--- src/rtl/keypad_pkg.sv ---
// Shared types and helpers for the 4x4 matrix keypad scanner.
package keypad_pkg;

    localparam int unsigned KP_COLS   = 4;
    localparam int unsigned KP_ROWS   = 4;
    localparam int unsigned KP_CODE_W = 4;

    typedef enum logic [1:0] {
        ST_IDLE,
        ST_DEBOUNCE,
        ST_PRESSED,
        ST_RELEASE
    } kp_state_t;

    typedef enum logic [1:0] {
        SCAN_NONE,
        SCAN_SINGLE,
        SCAN_MULTI
    } kp_kind_t;

    // Pressed-key count saturating at 2; only 0 / 1 / many matter.
    function automatic logic [1:0] kp_count_sat(input logic [1:0] acc,
                                                input logic [KP_ROWS-1:0] hits);
        int unsigned n;
        n = 32'(acc) + 32'($countones(hits));
        return (n >= 32'd2) ? 2'd2 : 2'(n);
    endfunction

    // Highest pressed row index within one column sample.
    function automatic logic [1:0] kp_last_row(input logic [KP_ROWS-1:0] hits);
        logic [1:0] idx;
        idx = 2'd0;
        for (int unsigned r = 0; r < KP_ROWS; r++) begin
            if (hits[r]) idx = 2'(r);
        end
        return idx;
    endfunction

endpackage

--- src/rtl/keypad_scan.sv ---
// Row synchronizer, column strobe rotation and per-scan key accumulation.
// Scan-result outputs (_c) are combinational and valid on the col-3 sample cycle.
module keypad_scan
    import keypad_pkg::*;
#(
    parameter int unsigned SCAN_DIV = 100_000
) (
    input  logic                 clk,
    input  logic                 reset,
    input  logic [KP_ROWS-1:0]   i_row,
    output logic [KP_COLS-1:0]   o_col_sel,
    output logic                 o_scan_done_c,
    output kp_kind_t             o_scan_kind_c,
    output logic [KP_CODE_W-1:0] o_scan_code_c
);

    localparam int unsigned PW    = $clog2(SCAN_DIV);
    localparam int unsigned COL_W = $clog2(KP_COLS);
    localparam logic [PW-1:0] PRESC_LAST = PW'(SCAN_DIV - 1);

    logic [KP_ROWS-1:0]   r_row_meta;
    logic [KP_ROWS-1:0]   r_row_sync;
    logic [PW-1:0]        r_presc;
    logic [COL_W-1:0]     r_col;
    logic [KP_COLS-1:0]   r_col_sel;
    logic [1:0]           r_acc;
    logic [KP_CODE_W-1:0] r_acc_code;

    logic [KP_ROWS-1:0]   w_pressed;
    logic                 w_sample;
    logic                 w_first_col;
    logic [1:0]           w_tot;
    logic [KP_CODE_W-1:0] w_code;

    assign w_pressed   = ~r_row_sync;
    assign w_sample    = (r_presc == PRESC_LAST);
    assign w_first_col = (r_col == COL_W'(0));

    // Column 0 restarts the accumulation so no clear cycle is needed at wrap.
    assign w_tot  = kp_count_sat(w_first_col ? 2'd0 : r_acc, w_pressed);
    assign w_code = (|w_pressed) ? {r_col, kp_last_row(w_pressed)}
                                 : (w_first_col ? KP_CODE_W'(0) : r_acc_code);

    always_ff @(posedge clk or posedge reset) begin
        if (reset) begin
            r_row_meta <= '1;
            r_row_sync <= '1;
            r_presc    <= '0;
            r_col      <= '0;
            r_col_sel  <= 4'b1110;
            r_acc      <= '0;
            r_acc_code <= '0;
        end else begin
            r_row_meta <= i_row;
            r_row_sync <= r_row_meta;
            if (w_sample) begin
                r_presc    <= '0;
                r_col      <= r_col + COL_W'(1);
                r_col_sel  <= {r_col_sel[KP_COLS-2:0], r_col_sel[KP_COLS-1]};
                r_acc      <= w_tot;
                r_acc_code <= w_code;
            end else begin
                r_presc <= r_presc + PW'(1);
            end
        end
    end

    assign o_col_sel     = r_col_sel;
    assign o_scan_done_c = w_sample && (r_col == COL_W'(KP_COLS - 1));
    assign o_scan_code_c = w_code;
    assign o_scan_kind_c = (w_tot == 2'd0) ? SCAN_NONE :
                           (w_tot == 2'd1) ? SCAN_SINGLE : SCAN_MULTI;

endmodule

--- src/rtl/keypad_scanner.sv ---
// 4x4 keypad scanner: per-scan debounce FSM with registered key event outputs.
module keypad_scanner
    import keypad_pkg::*;
#(
    parameter int unsigned SCAN_DIV       = 100_000,
    parameter int unsigned DEBOUNCE_SCANS = 4
) (
    input  logic                 clk,
    input  logic                 reset,
    input  logic [KP_ROWS-1:0]   row,
    output logic [KP_COLS-1:0]   col_sel,
    output logic [KP_CODE_W-1:0] key_code,
    output logic                 key_valid,
    output logic                 key_pressed
);

    localparam int unsigned CNT_W = 4;
    localparam logic [CNT_W-1:0] DB_TARGET = CNT_W'(DEBOUNCE_SCANS);

    logic                 w_scan_done;
    kp_kind_t             w_scan_kind;
    logic [KP_CODE_W-1:0] w_scan_code;
    logic                 w_same_key;
    logic                 w_none;
    logic [CNT_W-1:0]     w_cnt_inc;

    kp_state_t            r_state;
    logic [CNT_W-1:0]     r_cnt;
    logic [KP_CODE_W-1:0] r_cand;
    logic [KP_CODE_W-1:0] r_key_code;
    logic                 r_key_valid;
    logic                 r_key_pressed;

    keypad_scan #(
        .SCAN_DIV (SCAN_DIV)
    ) u_scan (
        .clk           (clk),
        .reset         (reset),
        .i_row         (row),
        .o_col_sel     (col_sel),
        .o_scan_done_c (w_scan_done),
        .o_scan_kind_c (w_scan_kind),
        .o_scan_code_c (w_scan_code)
    );

    assign w_same_key = (w_scan_kind == SCAN_SINGLE) && (w_scan_code == r_cand);
    assign w_none     = (w_scan_kind == SCAN_NONE);
    assign w_cnt_inc  = r_cnt + CNT_W'(1);

    always_ff @(posedge clk or posedge reset) begin
        if (reset) begin
            r_state       <= ST_IDLE;
            r_cnt         <= '0;
            r_cand        <= '0;
            r_key_code    <= '0;
            r_key_valid   <= 1'b0;
            r_key_pressed <= 1'b0;
        end else begin
            r_key_valid <= 1'b0;
            if (w_scan_done) begin
                case (r_state)
                    ST_IDLE: begin
                        if (w_scan_kind == SCAN_SINGLE) begin
                            r_cand <= w_scan_code;
                            if (DB_TARGET == CNT_W'(1)) begin
                                r_state       <= ST_PRESSED;
                                r_cnt         <= '0;
                                r_key_code    <= w_scan_code;
                                r_key_valid   <= 1'b1;
                                r_key_pressed <= 1'b1;
                            end else begin
                                r_state <= ST_DEBOUNCE;
                                r_cnt   <= CNT_W'(1);
                            end
                        end
                    end
                    ST_DEBOUNCE: begin
                        if (w_same_key) begin
                            r_cnt <= w_cnt_inc;
                            if (w_cnt_inc >= DB_TARGET) begin
                                r_state       <= ST_PRESSED;
                                r_cnt         <= '0;
                                r_key_code    <= r_cand;
                                r_key_valid   <= 1'b1;
                                r_key_pressed <= 1'b1;
                            end
                        end else begin
                            r_state <= ST_IDLE;
                            r_cnt   <= '0;
                        end
                    end
                    ST_PRESSED: begin
                        // A single empty scan already completes a 1-scan release.
                        if (!w_same_key) begin
                            if (w_none && DB_TARGET == CNT_W'(1)) begin
                                r_state       <= ST_IDLE;
                                r_cnt         <= '0;
                                r_key_pressed <= 1'b0;
                            end else begin
                                r_state <= ST_RELEASE;
                                r_cnt   <= w_none ? CNT_W'(1) : CNT_W'(0);
                            end
                        end
                    end
                    ST_RELEASE: begin
                        if (w_same_key) begin
                            r_state <= ST_PRESSED;
                            r_cnt   <= '0;
                        end else if (w_none) begin
                            if (w_cnt_inc >= DB_TARGET) begin
                                r_state       <= ST_IDLE;
                                r_cnt         <= '0;
                                r_key_pressed <= 1'b0;
                            end else begin
                                r_cnt <= w_cnt_inc;
                            end
                        end else begin
                            r_cnt <= '0;
                        end
                    end
                    default: begin
                        r_state <= ST_IDLE;
                        r_cnt   <= '0;
                    end
                endcase
            end
        end
    end

    assign key_code    = r_key_code;
    assign key_valid   = r_key_valid;
    assign key_pressed = r_key_pressed;

endmodule

--- config.mk ---
export PLATFORM = sky130hd
export DESIGN_NAME = keypad_scanner
export DESIGN_NICKNAME = d
export VERILOG_FILES = /design/src/rtl/keypad_pkg.sv /design/src/rtl/keypad_scan.sv /design/src/rtl/keypad_scanner.sv
export SDC_FILE = /design/constraint.sdc
export NUM_CORES = 1
export LEC_CHECK = 0
export CAP_MARGIN = 25
export CORE_MARGIN = 2
export CORE_UTILIZATION = 40
export CTS_CLUSTER_SIZE = 12
export DETAILED_ROUTE_END_ITERATION = 8
export GPL_TIMING_DRIVEN = 0
export PLACE_DENSITY = 0.66
export SLEW_MARGIN = 20
export SYNTH_ARGS = -nofsm -noshare
export SYNTH_HDL_FRONTEND = slang
export SYNTH_SLANG_ARGS = --single-unit
--- constraint.sdc ---
create_clock -name clk -period 5.1 [get_ports clk]
set_input_delay 1.02 -clock clk [delete_from_list [all_inputs] [get_ports clk]]
set_output_delay 1.02 -clock clk [all_outputs]
set_load 0.02 [all_outputs]
== After elaboration in Yosys (flattened, before gate mapping) ==
Index checks and enable logic that the tools add are counted.
Storage, ports and cells
  bits in registers: 53
  memories kept: 0
  output and inout bits: 10
  input bits: 6
  bits in read-only memories: 0
  latch bits: 0
  bits in writable memories: 0
  logic and storage cells: 90
Operators by class
  $mul: 0
  reduce and logical (&&, ||, !) cells: 13
  bitwise logic cells: 1
  shift operators: 0
  mux-type cells: 36
  $lt $le $gt $ge: 2
  add/sub/neg operators: 7
  eq/ne operators: 18
  divide/modulo/power cells: 0
Operators by type and width (number)
  2-bit by 32-bit adder with 32-bit output: 1
  32-bit adder: 1
  32-bit by 2-bit >= comparator with 1-bit output, second input constant: 1
  4-bit 2-to-1 mux: 8
  2-bit 2-to-1 mux: 13
  17-bit by 1-bit adder with 17-bit output, second input constant: 1
  17-bit equality test, second input constant: 1
  17-bit 2-to-1 mux: 1
  4-bit one-hot mux with 4 select lines: 1
  2-bit != test, second input constant: 7
  1-bit 2-to-1 mux: 11
  3-bit != test, second input constant: 3
  2-bit logical NOT: 4
  2-bit one-hot mux with 4 select lines: 1
  7-bit AND reduction: 1
  2-bit by 1-bit equality test with 1-bit output, second input constant: 3
  2-bit equality test, second input constant: 3
  3-bit AND reduction: 2
  6-bit AND reduction: 1
  1-bit by 1-bit adder with 2-bit output: 2
  4-bit by 1-bit adder with 4-bit output, second input constant: 1
  4-bit equality test: 1
  4-bit by 3-bit >= comparator with 1-bit output, second input constant: 1
  4-bit inverter: 1
  6 further kinds: 7

== Depth between registers and ports, before layout ==
  depth in word-level cells: 14
  gate-level depth with buffers: 13

== By module ==
Synthesis repeated with hierarchy kept, for this count alone.
Unflattened totals
  cell total of the unflattened synthesis: 228
  area, all modules: 2627.5 um^2
Modules (own cells, without submodules)
  keypad_scan: instances 1, cells an instance 158, seq. area each 939.7 um^2, area each 1799.2 um^2
  keypad_scanner: instances 1, cells an instance 70, seq. area each 400.4 um^2, area each 828.3 um^2

== Worst setup path before layout ==
No wires, ideal clock.
  kind: register to register
  start: reg u_scan.r_col[0]
  end: reg r_key_code[0] (netlist: key_code[0])
  arrival: 3267 ps
  clock period less this slack: 3392 ps
  setup slack: 1708 ps
  buffers on the path: 1
  cell stages (with the launch flop): 14
  data required time: 4975 ps
  path through: dfrtp_1 -> inv_1 -> ha_1 -> nand2b_1 -> fa_1 -> inv_1 -> ha_1 -> and4bb_2 -> nand2b_1 -> mux2i_4 -> nand3_4 -> or4_4 -> buf_6 -> mux2_4
Between the ends
  word-level cells in the longest chain between the ends: 11
  elaborated cells between the ends (all ways): 17
RTL lines
  start, declared: RTL line keypad_scan.sv:24  | logic [COL_W-1:0] r_col;
  start signal, assigned: RTL line keypad_scan.sv:58  | r_col <= r_col + COL_W'(1);
  2-bit logical NOT: RTL line keypad_scan.sv:37  | assign w_first_col = (r_col == COL_W'(0));
  2-bit 2-to-1 mux: RTL line keypad_scan.sv:40  | assign w_tot = kp_count_sat(w_first_col ? 2'd0 : r_acc, w_pressed);
  2-bit by 32-bit adder with 32-bit output: RTL line keypad_pkg.sv:25  | n = 32'(acc) + 32'($countones(hits));
  32-bit by 2-bit >= comparator with 1-bit output: RTL line keypad_pkg.sv:26  | return (n >= 32'd2) ? 2'd2 : 2'(n);
  2-bit 2-to-1 mux: RTL line keypad_pkg.sv:26
  2-bit by 1-bit equality test with 1-bit output: RTL line keypad_scan.sv:72  | (w_tot == 2'd1) ? SCAN_SINGLE : SCAN_MULTI;
  2-bit 2-to-1 mux: RTL line keypad_scan.sv:72
  2-bit 2-to-1 mux: RTL line keypad_scan.sv:71  | assign o_scan_kind_c = (w_tot == 2'd0) ? SCAN_NONE :
  2-bit by 1-bit equality test with 1-bit output: RTL line keypad_scanner.sv:46  | assign w_same_key = (w_scan_kind == SCAN_SINGLE) && (w_scan_code == r_cand);
  1-bit logical AND: RTL line keypad_scanner.sv:46
  4-bit AND reduction (no source line) *
  end signal, assigned: RTL line keypad_scanner.sv:68  | r_key_code <= w_scan_code;
  end signal, assigned: RTL line keypad_scanner.sv:83  | r_key_code <= r_cand;
  end, declared: RTL line keypad_scanner.sv:30  | logic [KP_CODE_W-1:0] r_key_code;
Every way passes the cells marked *; elsewhere a longest branch is shown, timed or not.
A chain may end at the register's enable or synchronous reset.

== Worst setup path after layout ==
  start: reg u_scan.r_col[0]
  end: reg r_key_code[2] (netlist: key_code[2])
The elaborated chain is that of the path after synthesis.

==> results.tsv <==
metric	value	unit
HP Class	flop to flop	
Initial Util	41.8	%
CTS resizes	0	
die height	85.9	um
critical path class	flop to flop	
cells after synthesis	245	
Post-CTS Setup Inserts	0	
Core Area	6420	um2
unrepaired setup endpoints after global routing	no	
post-synth cell types	49	
TritonCTS buffer count	5	
post-DP HPWL	3150	um
max-cap violation count	0	
Seq/Total Area, Yosys	49.9	%
I/O Buffers	15	
Worst EP required	5.29	ns
CTS sink cnt	53	
Rel. slew slack	58.2	%
Antenna Violating Nets Remaining	0	
Final Slew Violations	0	
Antenna Diode Count	0	
Synth Cell Area	2680	um2
first drt pass iteration count	4	
Remaining Overflow, GRT	0	
Post-synth EDFFs	0	
CP top delay family	simple AND/OR/NAND/NOR gates	
Clock Tree Root	clkbuf_8	
Final Worst Setup Slack	1.45	ns
CP Cell Sequence	inv_1 -> ha_1 -> nand2b_1 -> fa_1 -> inv_1 -> ha_1 -> and4bb_2 -> nand2_1 -> mux2i_4 -> nand3_4 -> or4_4 -> buf_6 -> mux2_4	
vias	1808	
Post-Place Worst Slack	1.48	ns
Mean Syn Cell Area	11.0	um2
FMAX	274	MHz
vias in the first global route	1812	
DRT Wirelength	4510	um
num rows	29	
pin count of the biggest net entering global routing	54	
Bufs and invs on worst path	3	
final setup TNS	0	ns
share of the clock period used by the worst path	71.6	%
Async S/R FF share, synth	100	%
worst vdd ir	0.119	mV
WHS	0.361	ns
Area after DPL	2930	um2
final net count	285	
Final Skew	0.0114	ns
area delta synth->final	13.3	%
crit path capture type	flop	
Synth Net Count	263	
ratio of cells with drive above 1 in the final layout	16.8	%
M2 GR Usage	22.2	%
Final Core Density	47.4	%
CTS H-tree lvls	2	
die area	7380	um2
Die Wd	85.9	um
busiest grt layer	met2	
Reg area	1340	um2
Via density	5.24	
top_reg_cell synth	dfrtp_1	
PD cells	244	nW/um2
clock latency at the later pin of the worst-skew pair	0.31	ns
first-pass GRT wire length	8160	um
Tmin final	3.65	ns
initial DRC count	71	
Worst path max stage delay	0.54	ns
clock buffer depth	2	
filler cell count	595	
critical-path maximum fanout	10	
area of the multi-input gates	1260	um2
Clk pin slew, worst setup/hold paths	0.10	ns
gr usage total	13.8	%
GR met1 Demand/Resource	19.1	%
Finished Cell Area	3040	um2
status	finished clean	
initial antenna violation count	0	
worst-margin pin slew	0.628	ns
TritonCTS clock tree	yes	
Yosys warning total	0	
M3 GR Usage	3.08	%
Startpoint Class	flop	
final setup fails	0	
hold buffers post-CTS	0	
CP Data Arrival Time	3.84	ns
leak pwr	0.00133	uW
Ports	16	
CP max-delay cell	or4_4	
average wire per cell in the routed design	13.1	um
Yosys reg bits	53	
drc violations	0	
Hold Vio Cnt, Final	0	
gpl congestion	0.771	
==> logic make-up after synthesis <==
group	Yosys count	share of synthesized area (%)
and+or+nand+nor	97	20.7
DFF	53	49.9
AOI/OAI and AO/OA	35	8.90
buffers and inverters	20	3.12
xor gates and xnor gates	15	4.89
muxes	13	6.29
adders and majority gates	12	6.15
==> cells in the final DEF (no fill, tap or decap), types with 2 or more instances in the layout <==
master | Yosys | layout
a31oi_1 | 2 | 2
and4b_1 | 2 | 2
a22o_1 | 2 | 2
nand2_1 | 18 | 18
nor2_1 | 16 | 16
inv_1 | 15 | 14
and3_1 | 6 | 6
fa_1 | 2 | 2
clkdlybuf4s50_1 | 0 | 15
nand2b_1 | 3 | 3
o31ai_1 | 4 | 4
a21bo_2 | 3 | 3
clkbuf_8 | 0 | 5
xnor2_1 | 10 | 10
nor3_1 | 8 | 8
or3_1 | 2 | 2
o21ai_0 | 14 | 14
ha_1 | 10 | 10
nor2b_1 | 4 | 4
mux2_4 | 4 | 4
and2_1 | 6 | 6
xor2_1 | 5 | 5
clkbuf_1 | 3 | 3
nor4_1 | 2 | 2
a21oi_1 | 4 | 4
mux2i_1 | 3 | 3
nand3b_1 | 2 | 2
nand3_1 | 10 | 10
dfrtp_1 | 42 | 42
dfstp_2 | 11 | 11
mux2_2 | 5 | 5
inv_4 | 0 | 2
nand4_1 | 8 | 8
==> registers in the layout, summed over array words and instances (netlist names), 4 cells and up, named ones only <==
register / cells
r_cand: 4
u_scan.r_acc_code: 4
u_scan.r_presc: 17
u_scan.o_col_sel: 4
r_cnt: 4
u_scan.r_row_meta: 4
key_code: 4
u_scan.r_row_sync: 4
==> power breakdown <==
group          internal [uW]  leakage [uW]  total, uW  switching, uW
logic                   16.8      0.000581       44.3           27.5
clock network            128     0.0000569        269            141
registers                426      0.000688        428           2.02
==> worst paths after layout <==
check                                      from              endpoint  slack, ns  cells after the start
setup / recovery                u_scan.r_col[0]           key_code[2]       1.45                     13
setup reg to reg                u_scan.r_col[0]           key_code[2]       1.45                     13
min in group asynchronous                 reset   u_scan.o_col_sel[0]       1.13                      2
max in group asynchronous                 reset           key_code[1]       3.53                      2
hold / removal             u_scan.r_row_meta[0]  u_scan.r_row_sync[0]       0.36                      0
hold reg to reg            u_scan.r_row_meta[0]  u_scan.r_row_sync[0]       0.36                      0
==> cell usage after synthesis (6+ instances only) <==
cell type / number / area share [%]
nand2_1: 18 / 2.5
xnor2_1: 10 / 3.3
dfrtp_1: 42 / 39
and3_1: 6 / 1.4
ha_1: 10 / 4.7
nand4_1: 8 / 1.9
dfstp_2: 11 / 11
and2_1: 6 / 1.4
nor2_1: 16 / 2.2
inv_1: 15 / 2.1
nor3_1: 8 / 1.5
o21ai_0: 14 / 2.6
nand3_1: 10 / 1.9
==> final cells by class <==
cell class,instances,share of cell area (%)
flip-flops and latches,53,44.1
multi-input cells,172,41.4
repair buffers,15,4.94
well taps,77,3.17
clock buffers,6,3.09
inverters,15,1.93
plain buffers,5,0.905
clock inverters,2,0.494
==> metrics by stage <==
| stage | total power, uW | instances |
|---|---|---|
| finish | 741 | 345 |
| global route | 773 | 345 |
| detailed placement | 481 | 337 |
| floorplan | 468 | 245 |
| CTS | 752 | 345 |
| global placement | 480 | 337 |
==> routing by layer <==
layer / part of all wire (%) / vias to the layer above
li1: - / 907
met1: 50 / 852
met2: 45 / 44
met3: 4.2 / 5
met4: 0.87 / 0
met5: 0 / -
(Power assumes the default switching activity.)
